--- config.mk ---
export PLATFORM = sky130hd
export DESIGN_NAME = mem_arbiter
export DESIGN_NICKNAME = d
export VERILOG_FILES = /design/src/rtl/mem_arbiter.sv
export SDC_FILE = /design/constraint.sdc
export NUM_CORES = 1
export LEC_CHECK = 0
export BUFFER_PORTS_ARGS = -buffer_cell sky130_fd_sc_hd__buf_2
export CORE_AREA = 3 3 132 134
export DETAILED_ROUTE_END_ITERATION = 10
export DIE_AREA = 0 0 135 137
export HOLD_SLACK_MARGIN = 0.15
export PLACE_DENSITY = 0.54
export SYNTH_ARGS = -nofsm -noshare
export SYNTH_HDL_FRONTEND = slang
export SYNTH_SLANG_ARGS = --single-unit
--- constraint.sdc ---
create_clock -name clk -period 4.4 [get_ports clk]
set_clock_uncertainty 0.15 [all_clocks]
set_input_delay 0.44 -clock clk [delete_from_list [all_inputs] [get_ports clk]]
set_output_delay 0.44 -clock clk [all_outputs]
set_load 0.01 [all_outputs]
--- src/rtl/mem_arbiter.sv ---
// Two-master access controller for the unified RAM: arbitrates, checks
// legality, drives the RAM and routes one-cycle-latency responses back.
module mem_arbiter #(
    parameter logic [31:0] ADDR_LIMIT = 32'h0001_FFFF,
    parameter bit          FIXED_PRIO = 1'b0
) (
    input  logic        clk,
    input  logic        rst_n,
    input  logic        m0_req,
    input  logic        m0_we,
    input  logic [31:0] m0_addr,
    input  logic [31:0] m0_wdata,
    input  logic [1:0]  m0_mode,
    input  logic        m0_signed,
    output logic        m0_gnt,
    output logic        m0_resp,
    output logic [31:0] m0_rdata,
    output logic        m0_err,
    input  logic        m1_req,
    input  logic        m1_we,
    input  logic [31:0] m1_addr,
    input  logic [31:0] m1_wdata,
    input  logic [1:0]  m1_mode,
    input  logic        m1_signed,
    output logic        m1_gnt,
    output logic        m1_resp,
    output logic [31:0] m1_rdata,
    output logic        m1_err,
    output logic        ram_we,
    output logic [31:0] ram_r_addr,
    output logic [31:0] ram_w_addr,
    output logic [31:0] ram_w_data,
    output logic [1:0]  ram_write_mode,
    output logic [1:0]  ram_read_mode,
    output logic        ram_read_signed,
    input  logic [31:0] ram_r_data
);

    logic        last;
    logic        sel;
    logic        any_gnt;
    logic        drive;
    logic        legal;
    logic        misalign;
    logic [32:0] end_addr;

    logic        sel_we;
    logic        sel_signed;
    logic [31:0] sel_addr;
    logic [31:0] sel_wdata;
    logic [1:0]  sel_mode;

    logic        pend_v;
    logic        pend_id;
    logic        pend_err;
    logic        pend_ld;

    assign any_gnt = rst_n & (m0_req | m1_req);

    // On a conflict the master recorded in last loses (round-robin)
    always_comb begin
        sel = m1_req;
        if (m0_req && m1_req) begin
            sel = FIXED_PRIO ? 1'b1 : ~last;
        end
    end

    assign m0_gnt = any_gnt & ~sel;
    assign m1_gnt = any_gnt & sel;

    assign sel_we     = sel ? m1_we     : m0_we;
    assign sel_signed = sel ? m1_signed : m0_signed;
    assign sel_addr   = sel ? m1_addr   : m0_addr;
    assign sel_wdata  = sel ? m1_wdata  : m0_wdata;
    assign sel_mode   = sel ? m1_mode   : m0_mode;

    // end_addr is the last byte touched, kept 33 bits wide to avoid wrap
    always_comb begin
        end_addr = {1'b0, sel_addr};
        misalign = 1'b0;
        unique case (sel_mode)
            2'd0: begin
                misalign = 1'b0;
            end
            2'd1: begin
                end_addr = {1'b0, sel_addr} + 33'd1;
                misalign = &sel_addr[1:0];
            end
            2'd2: begin
                end_addr = {1'b0, sel_addr} + 33'd3;
                misalign = |sel_addr[1:0];
            end
            default: begin
                misalign = 1'b1;
            end
        endcase
    end

    assign legal = ~misalign & (end_addr <= {1'b0, ADDR_LIMIT});
    assign drive = any_gnt & legal;

    assign ram_we          = drive & sel_we;
    assign ram_r_addr      = drive ? sel_addr  : 32'h0;
    assign ram_w_addr      = drive ? sel_addr  : 32'h0;
    assign ram_w_data      = drive ? sel_wdata : 32'h0;
    assign ram_write_mode  = drive ? sel_mode  : 2'd2;
    assign ram_read_mode   = drive ? sel_mode  : 2'd2;
    assign ram_read_signed = drive & sel_signed;

    always_ff @(posedge clk or negedge rst_n) begin
        if (!rst_n) begin
            pend_v   <= 1'b0;
            pend_id  <= 1'b0;
            pend_err <= 1'b0;
            pend_ld  <= 1'b0;
            last     <= 1'b1;
        end else begin
            pend_v   <= any_gnt;
            pend_id  <= sel;
            pend_err <= any_gnt & ~legal;
            pend_ld  <= drive & ~sel_we;
            if (any_gnt) begin
                last <= sel;
            end
        end
    end

    assign m0_resp  = pend_v & ~pend_id;
    assign m1_resp  = pend_v & pend_id;
    assign m0_err   = m0_resp & pend_err;
    assign m1_err   = m1_resp & pend_err;
    assign m0_rdata = (m0_resp && pend_ld) ? ram_r_data : 32'h0;
    assign m1_rdata = (m1_resp && pend_ld) ? ram_r_data : 32'h0;

endmodule

==> key figures <==
CTS
  • Clock sinks: 5
  • Worst-skew pair later-pin latency: 0.23 ns
  • H-tree depth: 1
  • Clock Pin Slew Worst Setup and Hold Paths: 0.03 ns
  • CTS Root Cell: clkbuf_16
  • CTS tree: done
  • Clock Tree Buf Depth: 2
  • CTS buffer count: 3

Floorplanning
  • Die X: 135 microns
  • Io pins: 344
  • Initial Utilization: 21.1%
  • Core box area: 16400 sq um
  • # rows: 47
  • Total die area: 18500 sq um
  • Die Y-Extent: 137 microns

Setup path
  • CP Capture Type: output port
  • WP depth: 12
  • WP data arrival: 3.63 ns
  • Worst r2r dst: pend_ld
  • CP peak stage delay: 0.53 ns
  • Buf/Inv on CP: 2
  • Startpoint Class: flip-flop
  • Worst EP required: 3.81 ns
  • R2R setup slack: 1.14 ns
  • Crit-path slowest cell: dfstp_2
  • Worst R2R Path Depth: 11
  • Cell Chain, Critical Path: a21bo_4 > mux2i_4 > ha_1 > and3b_1 > nor4bb_1 > o22a_1 > a21oi_1 > nor4b_4 > nand4_4 > buf_12 > nor4_2 > buf_2
  • Crit-path leading delay family: simple AND/OR/NAND/NOR gates
  • WS Path Type: reg2out
  • Crit-path max FO: 41
  • R2r startpoint: last

Routing
  • DRC Markers: 0
  • Final antenna-violating net count: 0
  • Via density: 4.58
  • Drt wl/cell: 17.0 microns
  • DRT Pass-1 Iters: 4
  • Starting DRT DRC Count: 180
  • Vias: 4292
  • Post-Route WL: 15.9 mm

Synth
  • Synth top area cells: mux2i_1 (18%), nor4_2 (17%), buf_4 (11%)
  • Number of synthesized flops with an enable pin: 0
  • Post-Syn Instances: 437
  • Asr flop ratio synth: 100%
  • Mapped cell area: 3460 sq um
  • Ys flop type: dfrtp_1
  • Synth unique cells: 59
  • Avg Cell Area, Syn: 7.91 sq um
  • Sequential-to-total area share from yosys stat: 3.65%
  • Synth warn: 0
  • Yosys reg bits: 5
  • Most frequent cells after synthesis: mux2i_1 (61), buf_4 (49), nor4_2 (48)
  • Synth area leader: mux2i_1
  • Most common cell in the netlist: mux2i_1
  • Yosys top cell area share: 17.7%

Min path
  • Hold depth: 1
  • Min-delay worst type: reg2reg
  • Min-delay src: last
  • Hold Path End: last

STA
  • Final hold vios: 0
  • Final Cycle Share: 95.8%
  • Fmax achieved: 237 MHz
  • Hold slack: 0.368 ns
  • Final Critical Period: 4.22 ns
  • Rel. slew slack: 29.8%
  • Unrepaired setup endpoints after global routing: yes
  • Slew @ Worst Pin: 1.05 ns
  • Final setup fails: 0
  • Slew Viols, Final: 0

Cells and area
  • Share of cells above drive strength 1: 56.0%
  • FILL cells: 1808
  • Final core utilization: 32.5%
  • Area of the multi-input gates: 3070 sq um
  • Layout Area Growth over Synthesis: 54.2%
  • Final nets: 894
  • Reg area: 126 sq um

Flow run
  • MaxCap Viol Count: 0

Outcome
  • Status: completed

Global route
  • Pin count of the biggest net entering global routing: 45
  • First-pass GRT wire length: 22.3 mm
  • Global route total overflow: 0
  • Initial antenna violation count: 2
  • Vias in the first global route: 3891
  • GRT Total Usage: 15.3%

Placed design
  • RD Place Congestion: 0.799
  • Post-DP HPWL: 13.9 mm
  • PortBufs: 315

Pwr
  • Max VDD drop: 0.0769 mV
  • Leakage: 2.98 nW
  • Total power: 0.550 mW
  • Pwr/cell area: 103 nW/um^2
kinds of logic (layout without fill, tap and decap cells):
group / Yosys count / count (layout) / synth area share [%]
AO/OA/AOI/OAI: 33 / 33 / 7.71
AND/OR/NAND/NOR: 229 / 229 / 48.7
flip-flops: 5 / 5 / 3.65
adder cells (fa/ha/maj): 5 / 5 / 1.81
other: 1 / 29 / 0.108
multiplexers: 63 / 63 / 18.3
XOR/XNOR: 12 / 12 / 3.04
buffers and inverters: 89 / 341 / 16.6
how the worst max path moves through the flow:
stage | to | startpoint
after global placement | ram_w_data[19] | m1_req
after floorplan | ram_write_mode[0] | last
after CTS | ram_w_data[28] | last
after global routing | ram_w_data[28] | last
after detailed placement | ram_w_data[28] | m1_req
final | ram_w_data[28] | last
final cells by class:
cell class,instances,area share (%)
timing repair buffer,332,33.0
inverter,5,0.352
clock buffer,4,1.48
sequential,5,2.37
tap,220,5.16
multi-input combinational,370,57.6
antenna,1,0.0469
sequential cells by signal, summed over array words and instances (netlist names):
name and cells:
last 1, pend_err 1, pend_id 1, pend_ld 1, pend_v 1
metal layers:
layer	global-route usage [%]	up-vias	wire, microns
li1	-	2120	-
met1	18.7	1970	6260
met2	28.5	189	8250
met3	2.06	11	1220
met4	3.36	2	151
met5	0	-	12
layout by cell type (no fill, tap or decap), types with 5 or more instances in the layout:
cell     instances
nand2_1         28
conb_1          28
buf_2          315
nand3_1         15
nor3_1          14
o21ai_0          5
and2_1          36
xor2_1           8
nor4_4          17
mux2i_1         60
and3_1          36
ha_1             5
nand4_1         17
nor4_2          31
and4_1           9
buf_4           11
nor2_1           7
per-stage QoR:
stage | setup TNS, ns | instance area, sq um | instances | setup WS [ns]
4_1_cts | 0 | 5310 | 936 | 0.151
2_1_floorplan | -0.0912 | 3770 | 464 | -0.0352
3_3_place_gp | 0 | 5220 | 931 | 0.372
6_report | 0 | 5330 | 937 | 0.183
5_1_grt | -0.00705 | 5330 | 937 | -0.00705
3_5_place_dp | 0 | 5220 | 931 | 0.305
repair_timing:
item	in CTS	in global routing
hold buffers	1	0
endpoints found under the setup margin	0	56
hold endpoints to repair	5	0
setup buffers	0	0
resized for setup	0	5
power by group:
| part | internal (mW) | switching, mW | leakage (nW) | total [mW] |
|---|---|---|---|---|
| Sequential | 0.0504 | 0.00230 | 0.0612 | 0.0527 |
| Clock | 0.120 | 0.0297 | 0.0382 | 0.150 |
| Combinational | 0.145 | 0.203 | 2.88 | 0.348 |
| Total | 0.315 | 0.235 | 2.98 | 0.550 |
Power figures use the tool's default switching activity.
